**src/rtl/nbit_serial_add.sv**
```systemverilog
// ============================================================================
// Module      : nbit_serial_add
// Description : Digit-serial N-bit adder with carry/zero/overflow/negative
//               flags; DIGIT bits summed per clock, one-cycle done pulse.
//               Optional subtract mode enabled by `define SERIAL_ADD_SUB_EN.
// Revision    : 1.0 - initial release
// ============================================================================
`default_nettype none

module nbit_serial_add #(
  parameter int N     = 32,
  parameter int DIGIT = 8
) (
  input  logic         clk,
  input  logic         rst,
  input  logic         start,
  input  logic [N-1:0] a,
  input  logic [N-1:0] b,
`ifdef SERIAL_ADD_SUB_EN
  input  logic         sub,
`endif
  output logic         busy,
  output logic         done,
  output logic [N-1:0] result,
  output logic         cry_flag,
  output logic         zr_flag,
  output logic         of_flag,
  output logic         neg_flag
);

  localparam int c_NUM = N / DIGIT;
  localparam int c_CW  = (c_NUM > 1) ? $clog2(c_NUM) : 1;
  localparam logic [c_CW-1:0] c_LAST = c_CW'(c_NUM - 1);

  typedef enum logic [0:0] {
    IDLE = 1'b0,
    RUN  = 1'b1
  } state_t;

  state_t          r_state;
  state_t          w_state_next;
  logic            w_accept;
  logic            w_last;
  logic            w_sub;

  logic [N-1:0]    r_a;
  logic [N-1:0]    r_b;
  logic [c_CW-1:0] r_cnt;
  logic            r_carry;
  logic            r_done;

  logic [DIGIT-1:0] w_a_dig;
  logic [DIGIT-1:0] w_b_dig;
  logic [DIGIT-1:0] w_sum;
  logic             w_cout;
  logic [N-1:0]     w_a_next;
  logic [N-1:0]     w_b_next;

`ifdef SERIAL_ADD_SUB_EN
  assign w_sub = sub;
`else
  assign w_sub = 1'b0;
`endif

  always_ff @(posedge clk or posedge rst) begin
    if (rst) r_state <= IDLE;
    else     r_state <= w_state_next;
  end

  always_comb begin
    w_state_next = r_state;
    w_accept     = 1'b0;
    w_last       = 1'b0;
    case (r_state)
      IDLE: begin
        if (start) begin
          w_accept     = 1'b1;
          w_state_next = RUN;
        end
      end
      RUN: begin
        if (r_cnt == c_LAST) begin
          w_last       = 1'b1;
          w_state_next = IDLE;
        end
      end
      default: w_state_next = IDLE;
    endcase
  end

  assign busy = (r_state == RUN);
  assign done = r_done;

  assign w_a_dig          = r_a[DIGIT-1:0];
  assign w_b_dig          = r_b[DIGIT-1:0];
  assign {w_cout, w_sum}  = {1'b0, w_a_dig} + {1'b0, w_b_dig} + (DIGIT+1)'(r_carry);

  // r_a doubles as the accumulator: sum digits enter at the top as operand
  // digits leave at the bottom, so after N/DIGIT steps it holds the result.
  generate
    if (c_NUM > 1) begin : g_multi
      assign w_a_next = {w_sum, r_a[N-1:DIGIT]};
      assign w_b_next = {{DIGIT{1'b0}}, r_b[N-1:DIGIT]};
    end else begin : g_single
      assign w_a_next = w_sum;
      assign w_b_next = r_b;
    end
  endgenerate

  always_ff @(posedge clk or posedge rst) begin
    if (rst) begin
      r_a      <= '0;
      r_b      <= '0;
      r_cnt    <= '0;
      r_carry  <= 1'b0;
      r_done   <= 1'b0;
      result   <= '0;
      cry_flag <= 1'b0;
      zr_flag  <= 1'b0;
      of_flag  <= 1'b0;
      neg_flag <= 1'b0;
    end else begin
      r_done <= w_last;
      if (w_accept) begin
        r_a     <= a;
        r_b     <= w_sub ? ~b : b;
        r_carry <= w_sub;
        r_cnt   <= '0;
      end else if (busy) begin
        r_a     <= w_a_next;
        r_b     <= w_b_next;
        r_carry <= w_cout;
        r_cnt   <= r_cnt + c_CW'(1);
      end
      // On the last step the digit MSBs are the operand sign bits.
      if (w_last) begin
        result   <= w_a_next;
        cry_flag <= w_cout;
        zr_flag  <= (w_a_next == '0);
        neg_flag <= w_a_next[N-1];
        of_flag  <= (w_a_dig[DIGIT-1] == w_b_dig[DIGIT-1]) &
                    (w_sum[DIGIT-1] != w_a_dig[DIGIT-1]);
      end
    end
  end

endmodule

`default_nettype wire

```
**config.mk**
```make
export PLATFORM = sky130hd
export DESIGN_NAME = nbit_serial_add
export DESIGN_NICKNAME = d
export VERILOG_FILES = /design/src/rtl/nbit_serial_add.sv
export SDC_FILE = /design/constraint.sdc
export NUM_CORES = 1
export LEC_CHECK = 0
export CORE_AREA = 2 2 124 102
export CTS_BUF_LIST = sky130_fd_sc_hd__clkbuf_4 sky130_fd_sc_hd__clkbuf_8
export CTS_CLUSTER_SIZE = 28
export DETAILED_ROUTE_END_ITERATION = 16
export DIE_AREA = 0 0 126 104
export GPL_TIMING_DRIVEN = 0
export MAX_ROUTING_LAYER = met4
export PLACE_DENSITY = 0.74
export SLEW_MARGIN = 20
export SYNTH_ARGS = -nofsm -noshare
export SYNTH_HDL_FRONTEND = slang
export SYNTH_SLANG_ARGS = --single-unit
```
**constraint.sdc**
```tcl
create_clock -name clk -period 4.78 [get_ports clk]
set_clock_uncertainty 0.15 [all_clocks]
set_input_delay 0.717 -clock clk [delete_from_list [all_inputs] [get_ports clk]]
set_output_delay 0.717 -clock clk [all_outputs]
set_load 0.01 [all_outputs]
```
== Word-level counts from Yosys, hierarchy flattened ==
Cells that the tools add are included.

* Muxes and demuxes: 14
* Add/sub/neg operators: 3
* Equal/unequal tests: 3
* Bitwise operators: 2
* Reductions and logical operators: 2

{| class="wikitable"
|+ Operators by type and width
! kind !! count
|-
| $mux W32 || 4
|-
| $logic_not A32 Y1 || 1
|-
| $add A8 B8 Y9 || 1
|-
| $add A9 B1 Y9 || 1
|-
| $mux W1 || 7
|-
| $mux W2 || 2
|-
| $add A2 B1 Y2 const B || 1
|-
| $eq A2 B2 Y1 const B || 1
|-
| $pmux W1 S2 || 1
|-
| $reduce_bool A2 Y1 || 1
|-
| $and A1 B1 Y1 || 1
|-
| $eq A1 B1 Y1 || 1
|-
| $ne A1 B1 Y1 || 1
|-
| $not A1 Y1 || 1
|}

* Output and inout bits: 38
* Word-level logic and storage cells: 35
* Register bits after elaboration: 105

== Longest topological paths before layout ==
Gate-level depths: netlist (run 1).

* Depth after elaboration: 4
* Gate-level depth with buffers: 7
* Depth with buffers taken out: 7

== Least setup slack after synthesis (run 1) ==
OpenSTA, ideal clock, no wires.

* Kind: register to register
* Start point: register r_a[0]
* End point: register cry_flag
* Period minus slack after synthesis: 2.539 ns
* Stages on the path, launching flop included: 8
* Arrival time: 2.264 ns
* Setup time: 0.125 ns
* Path slack: 2.241 ns
* Cells stage by stage: dfrtp_1 > fa_1 > fa_1 > a211oi_1 > o21ai_0 > a21o_1 > a21o_1 > mux2_2

* Cells in the longest elaborated chain, start to end: 2

{| class="wikitable"
|+ RTL lines
! what !! RTL line !! RTL
|-
| start: declaration || 46 || <nowiki>logic [N-1:0] r_a;</nowiki>
|-
| start signal: assignment || 130 || <nowiki>r_a <= w_a_next;</nowiki>
|-
| $add A8 B8 Y9 || 96 || <nowiki>assign {w_cout, w_sum} = {1'b0, w_a_dig} + {1'b0, w_b_dig} + (DIGIT+1)'(r_carry);</nowiki>
|-
| $add A9 B1 Y9 || 96 ||
|-
| end signal: assignment || 138 || <nowiki>cry_flag <= w_cout;</nowiki>
|-
| end: declaration || 25 || <nowiki>output logic cry_flag,</nowiki>
|}

No other way between the ends.
A chain may end at the register's enable or synchronous reset.

== Final worst setup path (run 1) ==
* Start point: register r_a[0]
* End point: register zr_flag

* Cells in the longest elaborated chain, start to end: 3

{| class="wikitable"
|+ RTL lines
! what !! RTL line !! RTL
|-
| $add A8 B8 Y9 || 96 ||
|-
| $add A9 B1 Y9 || 96 ||
|-
| $logic_not A32 Y1 || 139 || <nowiki>zr_flag <= (w_a_next == '0);</nowiki>
|-
| end signal: assignment || 139 ||
|-
| end: declaration || 26 || <nowiki>output logic zr_flag,</nowiki>
|}

No other way between the ends.

==> results of run 1 <==
[cells in the final DEF (no fill, tap or decap), types with 2 or more instances in the layout]
cell               n
a21oi_1            7
xnor2_1            5
nor4_1             3
mux2i_1           61
nor2b_1            4
fa_1               2
o21ai_1            2
clkbuf_8           9
xor2_1             2
dfrtp_1          104
inv_6              4
o21ai_0           57
clkbuf_1          18
a211oi_1           5
nor4_2             2
nand2_1           59
mux2_1             3
a22o_1             2
nor2_1            12
nand3_1            2
mux2_2            27
buf_2              8
inv_1              2
a21o_1             3
ha_1               8
clkdlybuf4s50_1  103
[where the power goes]
part	internal, W	switching [W]
sequential	0.00127	0.000322
clock	0.000255	0.000314
combinational	0.000821	0.000824
[worst reg2reg max path, stage by stage, from the launching register on]
cell and delay, ns:
dfrtp_1 0.45, fa_1 0.50, fa_1 0.44, a211oi_1 0.43
nor2_1 0.12, xor2_1 0.38, nor4b_2 0.10, a32o_2 0.27
[routing by layer]
metal,part of all wire,track usage,up-vias
li1,-,-,1679
met5,0,-,-
met1,0.47,0.282,1774
met2,0.46,0.298,119
met4,0.013,0.0502,0
met3,0.058,0.0417,19
[synth_stat cells]
master     number
nor2_1         12
nor4b_2         1
ha_1            8
nand4_1         1
o2111ai_1       1
nand3_1         2
and4_1          1
a32o_2          1
o21a_1          1
or4_4           1
nor4_4          1
a211oi_1        5
inv_1           3
mux2_1          3
a21o_1          3
xnor2_1         5
inv_2           1
buf_2           8
fa_1            2
nand2_1        59
nor2b_1         4
a22o_1          2
nor4_1          3
mux2i_1        61
mux2_2         27
o31ai_1         1
or2_2           1
xor2_1          2
dfrtp_1       104
nor4_2          2
clkbuf_1       18
o21ai_1         2
o22a_1          1
o21ai_0        57
buf_4           1
a21oi_1         7
[logic make-up (layout without fill, tap and decap cells)]
logic type / Yosys count / count (layout) / synth area share
AO/OA/AOI/OAI: 81 / 81 / 0.0951
XOR/XNOR: 7 / 7 / 0.0129
adder cells (fa/ha/maj): 10 / 10 / 0.0295
buffers and inverters: 31 / 151 / 0.0274
flip-flops: 104 / 104 / 0.548
multiplexers: 91 / 91 / 0.200
AND/OR/NAND/NOR: 88 / 88 / 0.0872
[through the flow]
step           area, µm²   util
2_1_floorplan       4750      -
3_3_place_gp        5970  0.502
3_5_place_dp        6000  0.505
4_1_cts             6210  0.522
5_1_grt             6210  0.522
6_report            6210  0.522
[flip-flops by register name (all words and copies together) (netlist names)]
name      cells
busy          1
r_b          32
r_cnt         2
zr_flag       1
of_flag       1
r_a          32
done          1
cry_flag      1
result       32
r_carry       1
[final timing paths]
path	slack (ns)	endpoint	cells after the start
worst min-delay path	0.34	r_b[4]	2
worst min register to register	0.34	r_b[4]	2
worst max-delay path	1.82	zr_flag	7
min in group asynchronous	0.56	result[0]	2
worst max register to register	1.82	zr_flag	7
max in group asynchronous	3.29	result[24]	3
[cell type report]
| cell class | instances | area, µm² | share of cell area |
|---|---|---|---|
| Buffer | 27 | 115 | 0.0185 |
| Clock buffer | 10 | 131 | 0.0212 |
| Clock inverter | 6 | 72.6 | 0.0117 |
| Inverter | 4 | 20.0 | 0.00323 |
| Multi-Input combinational cell | 277 | 2020 | 0.325 |
| Sequential cell | 104 | 2600 | 0.419 |
| Tap cell | 152 | 190 | 0.0306 |
| Timing Repair Buffer | 104 | 1060 | 0.171 |
==> impl_metrics.env, run 1 <==
export IMPL_start_kind="flip-flop"
export IMPL_critical_path_required_ns=4.90
export IMPL_io_buffer_count=103
export IMPL_dr_pass1_iters=4
export IMPL_power_w=0.00380
export IMPL_finalCritPeriodShare=0.618
export IMPL_yosysTopAreaCell="dfrtp_1"
export IMPL_antenna_found_initial=0
export IMPL_post_route_min_period_ns=2.96
export IMPL_path_max_fanout=3
export IMPL_layout_drive_gt1_share=0.117
export IMPL_die_area_um2=13100
export IMPL_maxCapViolCount=0
export IMPL_cts_root_buffer="clkbuf_8"
export IMPL_critPathLaunch="r_a[0]"
export IMPL_path_cells="fa_1, fa_1, a211oi_1, nor2_1, xor2_1, nor4b_2, a32o_2"
export IMPL_synth_area_um2=4750
export IMPL_hp_class="flip-flop to flip-flop"
export IMPL_yosys_warnings=0
export IMPL_worst_setup_path_type="flip-flop to flip-flop"
export IMPL_pre_cts_ws_ns=1.91
export IMPL_r2r_start="r_a[0]"
export IMPL_start_util=0.399
export IMPL_rows=36
export IMPL_path_common_cell="fa_1"
export IMPL_ys_ff_latch=104
export IMPL_ant_nets=0
export IMPL_synthCells=412
export IMPL_clock_latency_ns=0.38
export IMPL_leakage_nw=2.81
export IMPL_status="finished, final reports clean"
export IMPL_grt_usage=0.200
export IMPL_gr_total_overflow=0
export IMPL_setup_tns_ns=0
export IMPL_clock_path_buffers=2
export IMPL_dieHeight_um=104
export IMPL_nFillCells=1091
export IMPL_die_x_um=126
export IMPL_gp_congestion=0.886
export IMPL_drt_wirelength_per_cell_um=17.8
export IMPL_htreeDepth=3
export IMPL_first_iter_violations=170
export IMPL_grt_max_degree=64
export IMPL_critPathTopFamily="adder cells"
export IMPL_rsz0062_at_grt="false"
export IMPL_pin_count=105
export IMPL_worstMarginPinSlew_ns=0.733
export IMPL_cts_setup_buffers=0
export IMPL_whs_ns=0.341
export IMPL_syn_avg_cell_area_um2=11.5
export IMPL_dr_total_vias=3591
export IMPL_via_per_inst=5.25
export IMPL_drc_errors=0
export IMPL_clk_pin_slew_worst_paths_ns=0.10
export IMPL_clkSinkCount=104
export IMPL_fin_ws_ns=1.82
export IMPL_instances_no_fill=684
export IMPL_slew_headroom=0.511
export IMPL_synth_top_cells_by_area="dfrtp_1 (55%), mux2i_1 (13%), mux2_2 (6.4%)"
export IMPL_final_nets=604
export IMPL_yosys_area_top_type_share=0.548
export IMPL_synth_nets=489
export IMPL_peakVddDrop_uv=220
export IMPL_fmax_ghz=0.338
export IMPL_critPathArrivalTime_ns=3.08
export IMPL_hp_start="r_b[12]"
export IMPL_core_um2=11900
export IMPL_area_growth_pct=30.7
export IMPL_setup_viol=0
export IMPL_cts_buffers=9
export IMPL_ys_seq_area_frac=0.548
export IMPL_ctsHoldBuffers=0
export IMPL_cp_end_kind="flip-flop"
export IMPL_wl_um=12200
export IMPL_slew_viol_final=0
export IMPL_cpMaxStageDelayCell="fa_1"
export IMPL_yosys_cell_types_count=36
export IMPL_cts_tree="yes"
export IMPL_cts_resized=0
export IMPL_first_global_vias=3773
export IMPL_dp_hpwl_um=9190
export IMPL_finalHoldViolCount=0
export IMPL_dp_cells=668
export IMPL_grt_first_pass_wirelength_um=20100
export IMPL_worst_path_buf_inv=0
export IMPL_slowest_delay_ns=0.50
export IMPL_antennaDiodeCount=0
export IMPL_powerDensity_nw_per_um2=613
No activity file was read; power rests on OpenSTA's default activity.
==> run 2, diff against run 1 <==
==> constraint.sdc (replaced) <==
create_clock -name clk -period 3.1 [get_ports clk]
set_clock_uncertainty 0.15 [all_clocks]
set_input_delay 0.465 -clock clk [delete_from_list [all_inputs] [get_ports clk]]
set_output_delay 0.465 -clock clk [all_outputs]
set_load 0.01 [all_outputs]
==> run 2 against run 1 <==
Critical endpoint unchanged. Die area did not move. Combinational power rose by 52%. Via count fell by 1.3%. Sequential share of layout area fell by 0.093 points. Highest routed layer unchanged. Critical path type unchanged. Clock power rose by 37%.
==> impl_metrics.env, run 2 (synthesis results as in run 1) <==
export IMPL_clock_latency_ns=0.37
export IMPL_final_util=0.523
export IMPL_cts_buffers=9
export IMPL_hp_class="input pin to asynchronous set/reset pin"
export IMPL_power_w=0.00575
export IMPL_gp_congestion=0.888
export IMPL_pin_count=105
export IMPL_final_common_cell="dfrtp_1"
export IMPL_die_x_um=126
export IMPL_instances_no_fill=686
export IMPL_setup_viol=0
export IMPL_worstMarginPinSlew_ns=0.731
export IMPL_cts_root_buffer="clkbuf_8"
export IMPL_antenna_found_initial=0
export IMPL_place_area_um2=6040
export IMPL_drc_errors=0
export IMPL_final_cell_mix="dfrtp_1 (104), clkdlybuf4s50_1 (103), mux2i_1 (61), nand2_1 (59), o21ai_0 (57)"
export IMPL_combPwrFrac=0.437
export IMPL_dr_pass1_iters=4
export IMPL_ctsHoldBuffers=0
export IMPL_swShare=0.387
export IMPL_antennaDiodeCount=0
export IMPL_dp_hpwl_um=9390
export IMPL_start_util=0.399
export IMPL_dieHeight_um=104
export IMPL_setup_tns_ns=0
export IMPL_htreeDepth=3
export IMPL_leakage_nw=2.81
export IMPL_drt_wirelength_per_cell_um=17.6
export IMPL_cts_tree="yes"
export IMPL_first_global_vias=3622
export IMPL_slew_headroom=0.513
export IMPL_layout_drive_gt1_share=0.120
export IMPL_cts_setup_buffers=0
export IMPL_grt_first_pass_wirelength_um=19200
export IMPL_area_growth_pct=31.0
export IMPL_peakVddDrop_uv=305
export IMPL_sequentialPowerShare=0.428
export IMPL_power_share_clock=0.135
export IMPL_start_kind="flip-flop"
export IMPL_final_area_um2=6220
export IMPL_final_nets=606
export IMPL_critical_path_required_ns=3.21
export IMPL_power_internal_w=0.00352
export IMPL_critPathArrivalTime_ns=3.01
export IMPL_slew_viol_final=0
export IMPL_die_area_um2=13100
export IMPL_wl_um=12100
export IMPL_via_per_inst=5.17
export IMPL_finalHoldViolCount=0
export IMPL_status="finished, final reports clean"
export IMPL_dr_total_vias=3544
export IMPL_finalCritPeriodShare=0.935
export IMPL_worst_setup_path_type="flip-flop to flip-flop"
export IMPL_ant_nets=0
export IMPL_rsz0062_at_grt="false"
export IMPL_rows=36
export IMPL_first_iter_violations=120
export IMPL_maxCapViolCount=0
export IMPL_clk_pin_slew_worst_paths_ns=0.10
export IMPL_grt_max_degree=34
export IMPL_io_buffer_count=103
export IMPL_grt_usage=0.192
export IMPL_path_max_fanout=3
export IMPL_reg_top3="r_a (32), r_b (32), result (32)"
export IMPL_core_um2=11900
export IMPL_powerDensity_nw_per_um2=924
export IMPL_clkSinkCount=104
export IMPL_dp_cells=670
export IMPL_cts_resized=0
export IMPL_fmax_ghz=0.345
export IMPL_switching_power_w=0.00222
export IMPL_cp_end_kind="flip-flop"
export IMPL_gr_total_overflow=0
export IMPL_post_route_min_period_ns=2.90
export IMPL_clock_path_buffers=2
run 2: cell types whose count changed in the layout (fill, tap and decap cells not counted):
cell and change:
buf_12 +2, bufinv_16 -1, clkbuf_4 -1, clkinv_2 +1
clkinv_4 +1, clkinvlp_4 +2, inv_6 -2
run 2: worst paths after layout:
kind | slack, ns | startpoint | to | depth (start not counted)
worst max-delay path | 0.20 | r_a[0] | zr_flag | 7
worst max register to register | 0.20 | r_a[0] | zr_flag | 7
min in group clk | 0.35 | r_b[30] | r_b[22] | 2
worst min-delay path | 0.32 | rst | result[3] | 2
worst min register to register | 0.35 | r_b[30] | r_b[22] | 2
max in group asynchronous | 1.72 | rst | r_a[27] | 4
run 2: power by group through the flow:
stage | Clock [W] | Combinational (W) | Sequential, W
final | 0.000777 | 0.00251 | 0.00246
after global routing | 0.000845 | 0.00278 | 0.00252
after CTS | 0.000794 | 0.00253 | 0.00246
after detailed placement | 0 | 0.00251 | 0.00249
after global placement | 0 | 0.00243 | 0.00245
after floorplan | 0 | 0.00144 | 0.00241
run 2: worst max-delay path: stages, from the launching register on:
cell and delay (ns):
dfrtp_1 0.46, fa_1 0.50, fa_1 0.43, a211oi_1 0.39, nor2_1 0.11, xor2_1 0.38
nor4b_2 0.10, a32o_2 0.27
run 2: final cells by class:
class | count | area [µm²]
Fill cell | 1089 | 5670
Sequential cell | 104 | 2600
Multi-Input combinational cell | 277 | 2020
Timing Repair Buffer | 106 | 1100
Tap cell | 152 | 190
Clock buffer | 9 | 124
Buffer | 27 | 115
Clock inverter | 7 | 55.1
Inverter | 4 | 18.8
run 2: metal layers:
metal	share of wire	vias up	wire length, µm	track usage
met5	0	-	0	-
met4	0.012	0	141	0.0487
met3	0.068	11	824	0.0386
met2	0.46	120	5560	0.290
met1	0.46	1734	5530	0.269
li1	-	1679	-	-
run 2: metrics by stage:
| stage | setup slack [ns] | hold slack (ns) |
|---|---|---|
| 6_report | 0.201 | 0.323 |
| 5_1_grt | 0.0894 | 0.341 |
| 4_1_cts | 0.231 | 0.318 |
| 3_5_place_dp | 0.264 | 0.318 |
| 3_3_place_gp | 0.232 | 0.312 |
| 2_1_floorplan | 0.561 | 0.299 |
==> run 3, diff against run 2 <==
--- a/config.mk
+++ b/config.mk
@@ -5,11 +5,12 @@
 export SDC_FILE = /design/constraint.sdc
 export NUM_CORES = 1
 export LEC_CHECK = 0
-export CORE_AREA = 2 2 124 102
+export CAP_MARGIN = 20
+export CORE_AREA = 2 2 111 113
 export CTS_BUF_LIST = sky130_fd_sc_hd__clkbuf_4 sky130_fd_sc_hd__clkbuf_8
 export CTS_CLUSTER_SIZE = 28
 export DETAILED_ROUTE_END_ITERATION = 16
-export DIE_AREA = 0 0 126 104
+export DIE_AREA = 0 0 113 115
 export GPL_TIMING_DRIVEN = 0
 export MAX_ROUTING_LAYER = met4
 export PLACE_DENSITY = 0.74
==> run 3 against run 2 <==
The flow now finishes with violations (DRC). Worst hold slack worse by 0.056 ns. Setup slack better by 0.11 ns. Critical path depth stayed put. Core utilization is 0.24 points higher. Clock power grew 2%. Die area decreased by 0.83%. Clock-buffer cell count up 2. Sequential share of layout area up 0.093 points. Combinational power about the same. Critical path type unchanged. Largest power group unchanged.
==> impl_metrics.env, run 3 (synthesis results as in run 1) <==
export IMPL_status="complete, but fails checks"
export IMPL_violations="DRC"
export IMPL_path_max_fanout=3
export IMPL_worst_setup_path_type="flip-flop to flip-flop"
export IMPL_finalHoldViolCount=0
export IMPL_cts_resized=0
export IMPL_cts_setup_buffers=0
export IMPL_grt_max_degree=34
export IMPL_path_cells="fa_1, fa_1, a211oi_1, nor2_1, xor2_1, nor4b_2, a32o_2"
export IMPL_via_per_inst=5.19
export IMPL_final_nets=606
export IMPL_instances_no_fill=681
export IMPL_dr_pass1_iters=11
export IMPL_die_area_um2=13000
export IMPL_io_buffer_count=103
export IMPL_wl_um=11900
export IMPL_worstSetupEndpoint="zr_flag"
export IMPL_drt_wirelength_per_cell_um=17.5
export IMPL_leakage_nw=2.82
export IMPL_grt_usage=0.196
export IMPL_first_iter_violations=118
export IMPL_clk_pin_slew_worst_paths_ns=0.10
export IMPL_slew_headroom=0.543
export IMPL_final_cell_mix="dfrtp_1 (104), clkdlybuf4s50_1 (103), mux2i_1 (61), nand2_1 (59), o21ai_0 (57)"
export IMPL_cts_tree="yes"
export IMPL_slowest_delay_ns=0.48
export IMPL_clock_path_buffers=2
export IMPL_first_global_vias=3692
export IMPL_clock_latency_ns=0.37
export IMPL_reg2reg_depth=7
export IMPL_clkSinkCount=104
export IMPL_drc_errors=7
export IMPL_final_util=0.525
export IMPL_setup_tns_ns=0
export IMPL_critPathLaunch="r_a[0]"
export IMPL_reg_top3="r_a (32), r_b (32), result (32)"
export IMPL_die_x_um=113
export IMPL_rows=40
export IMPL_peakVddDrop_uv=315
export IMPL_r2r_start="r_a[0]"
export IMPL_cts_root_buffer="clkbuf_8"
export IMPL_cp_end_kind="flip-flop"
export IMPL_dr_total_vias=3534
export IMPL_layout_drive_gt1_share=0.120
export IMPL_final_common_cell="dfrtp_1"
export IMPL_whs_ns=0.267
export IMPL_fmax_ghz=0.358
export IMPL_r2r_end="zr_flag"
export IMPL_setup_viol=0
export IMPL_finalCritPeriodShare=0.901
export IMPL_htreeDepth=3
export IMPL_cpMaxStageDelayCell="fa_1"
export IMPL_cts_buffers=9
export IMPL_core_um2=11800
export IMPL_path_depth=7
export IMPL_ctsHoldBuffers=0
export IMPL_rsz0062_at_grt="false"
export IMPL_critPathArrivalTime_ns=2.90
export IMPL_worst_path_buf_inv=0
export IMPL_gr_total_overflow=0
export IMPL_path_common_cell="fa_1"
export IMPL_final_area_um2=6210
export IMPL_grt_first_pass_wirelength_um=19000
export IMPL_critical_path_required_ns=3.21
export IMPL_pin_count=105
export IMPL_place_area_um2=6030
export IMPL_gp_congestion=0.850
export IMPL_dieHeight_um=115
export IMPL_start_kind="flip-flop"
export IMPL_hp_class="input pin to asynchronous set/reset pin"
export IMPL_maxCapViolCount=0
export IMPL_worstMarginPinSlew_ns=0.686
export IMPL_ant_nets=0
export IMPL_dp_hpwl_um=9200
export IMPL_reg2reg_slack_ns=0.31
export IMPL_antennaDiodeCount=0
export IMPL_antenna_found_initial=0
export IMPL_start_util=0.402
export IMPL_slew_viol_final=0
export IMPL_powerDensity_nw_per_um2=925
export IMPL_post_route_min_period_ns=2.79
export IMPL_critPathTopFamily="adder cells"
export IMPL_nFillCells=1073
export IMPL_area_growth_pct=30.7
export IMPL_dp_cells=665
## run 3: how the worst min path moves through the flow
stage | startpoint | end | slack (ns)
2_1_floorplan | r_b[18] | r_b[10] | 0.30
3_3_place_gp | r_b[23] | r_b[15] | 0.31
3_5_place_dp | r_b[18] | r_b[10] | 0.32
4_1_cts | rst | r_b[30] | 0.27
5_1_grt | rst | r_b[30] | 0.29
6_report | rst | r_b[30] | 0.27
## run 3: routing by layer
| metal | global-route usage | vias to the layer above | wire [µm] |
|---|---|---|---|
| li1 | - | 1685 | - |
| met1 | 0.244 | 1731 | 5210 |
| met2 | 0.317 | 104 | 5810 |
| met3 | 0.0496 | 14 | 684 |
| met4 | 0.0593 | 0 | 204 |
| met5 | - | - | 0 |
## run 3: power breakdown
| part | leakage, nW | internal (W) | switching, W | total [W] |
|---|---|---|---|---|
| Combinational | 1.42 | 0.00127 | 0.00124 | 0.00251 |
| Sequential | 1.31 | 0.00196 | 0.000483 | 0.00244 |
| Clock | 0.0951 | 0.000318 | 0.000473 | 0.000792 |
| Total | 2.82 | 0.00354 | 0.00220 | 0.00574 |
## run 3: area by class of cell
class | count | area, µm² | area share
multi-input cells | 277 | 2020 | 0.325
plain buffers | 27 | 115 | 0.0185
clock buffers | 11 | 139 | 0.0224
repair buffers | 106 | 1090 | 0.176
clock inverters | 5 | 40.0 | 0.00645
flip-flops and latches | 104 | 2600 | 0.419
inverters | 4 | 18.8 | 0.00302
well taps | 147 | 184 | 0.0296
## run 3: per-stage QoR
step           power [W]  setup WS [ns]
3_5_place_dp     0.00499          0.351
2_1_floorplan    0.00385          0.561
3_3_place_gp     0.00488          0.233
6_report         0.00574          0.308
4_1_cts          0.00578          0.337
5_1_grt          0.00615          0.181
==> RTL change, RTL diff (flow settings as in run 1) <==
The option `SERIAL_ADD_SUB_EN` is turned on by a define.
--- a/src/rtl/nbit_serial_add.sv
+++ b/src/rtl/nbit_serial_add.sv
@@ -7,4 +7,6 @@
 // ============================================================================
 `default_nettype none
+
+`define SERIAL_ADD_SUB_EN
 
 module nbit_serial_add #(
Ports: changed (added sub); port bits go from 105 to 106. No check against the original RTL was run, so the function may have changed too.
==> RTL change against run 1 <==
- combinational power is 5% higher
- area after synthesis is 5.6% higher
- die area stayed put
- power is 3.6% higher
- worst setup slack worse by 0.014 ns
- core utilization is 2.3 points higher
- critical path type unchanged
- sequential cell count stayed put
- routed wire length is 7.8% higher
- critical endpoint unchanged
- cell area is 4.5% higher
==> RTL change: results (changes against run 1) <==
Outcome
  – Status: finished, final reports clean

Power and ir drop
  – Leak pwr: 0.00277 uW (-1.4%)
  – Sw frac: 0.388 (+0.00366)
  – Peak supply drop: 0.282 mV (+28%)

Synthesis
  – Post-synth top cells: dfrtp_1 (104), nand2_1 (59), nor2_1 (37), xnor2_1 (37), o21ai_1 (35)
  – Post-synthesis sequential area ratio: 0.519 (-0.0290)
  – Synth area leaders: dfrtp_1 (52%), xnor2_1 (6.5%), mux2i_1 (5.8%)
  – Yosys warnings: 0 (unchanged)
  – Synth Instances: 479 (+16%)
  – Syn Nets: 557 (+14%)
  – Top cell type's share of synthesized area: 0.519 (-0.0290)
  – Synth cell types: 38 (+5.6%)

Min path
  – Hold path cells: 2 (unchanged)
  – Hold Path Sink: r_b[16]
  – Hold Path Origin: r_b[24]

Final layout
  – Diode count: 0 (unchanged)
  – Biggest regs: r_a: 32 flops, r_b: 32 flops, result: 32 flops
  – Multi-input logic area: 0.00225 mm^2 (+12%)
  – NumNets Final: 672 (+11%)
  – Layout cells sized above 1: 0.102 (-0.0147)
  – Fill cells: 1054 (-3.4%)

Global route
  – First-pass GRT wire length: 21000 um (+4.4%)
  – Number of global-route vias before repair: 3964 (+5.1%)
  – Overall global routing resource usage: 0.211 (+0.0108)
  – Initial antenna violation count: 0 (unchanged)
  – Pin count of the biggest net entering global routing: 60 (-6.3%)

Drt
  – Vias: 3944 (+9.8%)
  – Total wire length: 13100 um (+7.8%)
  – Number of DRC markers in iteration 0: 305 (+79%)
  – Wire length per cell: 17.5 um (-1.8%)
  – TritonRoute pass-1 iters: 4 (unchanged)

Placement
  – HPWL after DPL: 10100 um (+9.9%)
  – Post-DP Area: 0.00627 mm^2 (+4.4%)
  – GPL Wtd Cong: 0.896 (+1.1%)
  – Placed Instances: 735 (+10%)
  – Setup WS pre-CTS: 1.87 ns (-0.0340 ns)

Critical path
  – R2R Path End: zr_flag
  – Worst R2R Path Depth: 7 (unchanged)
  – Worst R2R Setup Slack: 1.81 ns
  – Crit path max-delay cell type: fa_1
  – Data arrival, critical path: 3.09 ns (about the same)
  – Delay of the slowest critical-path stage: 0.52 ns (+0.02 ns)
  – CP Max Fanout: 3 (unchanged)

Clocking
  – CTS root buffer: clkbuf_8
  – Post-CTS Setup Inserts: 0 (unchanged)
  – CTS Buffer Depth: 2 (unchanged)
  – H-tree depth: 3 (unchanged)
  – Clk Latency, worst-skew pair: 0.37 ns
  – Post-CTS resize count: 0 (unchanged)
  – Num CTS Buffers: 9 (unchanged)

STA
  – Min Tclk post-route: 2.97 ns (+0.0142 ns)
  – Relative slew slack: 0.629 (+0.118)
  – Hold_ws: 0.331 ns (-0.0103 ns)
RTL change: cell count changes after synthesis, sizes merged, moves of 3 or more:
| cell | run 1 | this run |
|---|---|---|
| buf | 9 | 12 |
| a211oi | 5 | 14 |
| xnor2 | 5 | 37 |
| clkbuf | 18 | 22 |
| nor2 | 12 | 37 |
| mux2i | 61 | 29 |
| a21oi | 7 | 31 |
RTL change: power groups by stage:
stage / registers (uW) / clock network [uW] / logic (uW)
after global routing: 1670 / 627 / 1900
after floorplan: 1580 / 0 / 990
after detailed placement: 1630 / 0 / 1730
after CTS: 1620 / 594 / 1740
after global placement: 1620 / 0 / 1670
final: 1620 / 582 / 1740
RTL change: worst max-delay path, delay by kind of cell (launching register included):
| family | cells | cell delay, ns |
|---|---|---|
| compound gates | 2 | 0.64 |
| xor+xnor | 1 | 0.46 |
| simple gates | 2 | 0.22 |
| fa+ha+maj | 2 | 0.97 |
| flops | 1 | 0.43 |
RTL change: kinds of logic (layout without fill, tap and decap cells):
group	Yosys count	count (layout)	synth area share
xor+xnor	39	39	0.0681
compound gates	114	114	0.126
mux	58	58	0.123
fa+ha+maj	10	10	0.0280
buf+inv	39	159	0.0322
simple gates	115	115	0.104
flops	104	104	0.519
RTL change: cell type report:
class,count,area share
Clock inverter,4,0.00791
Sequential cell,104,0.401
Inverter,5,0.00367
Buffer,34,0.0220
Multi-Input combinational cell,336,0.347
Timing Repair Buffer,104,0.163
Tap cell,152,0.0293
Clock buffer,12,0.0255
RTL change: per-layer routing:
| layer | GRT usage | part of all wire | routed length [um] |
|---|---|---|---|
| met1 | 0.302 | 0.48 | 6260 |
| met2 | 0.305 | 0.46 | 6000 |
| met3 | 0.0381 | 0.047 | 615 |
| met4 | 0.0699 | 0.021 | 270 |
| met5 | - | 0 | 0 |
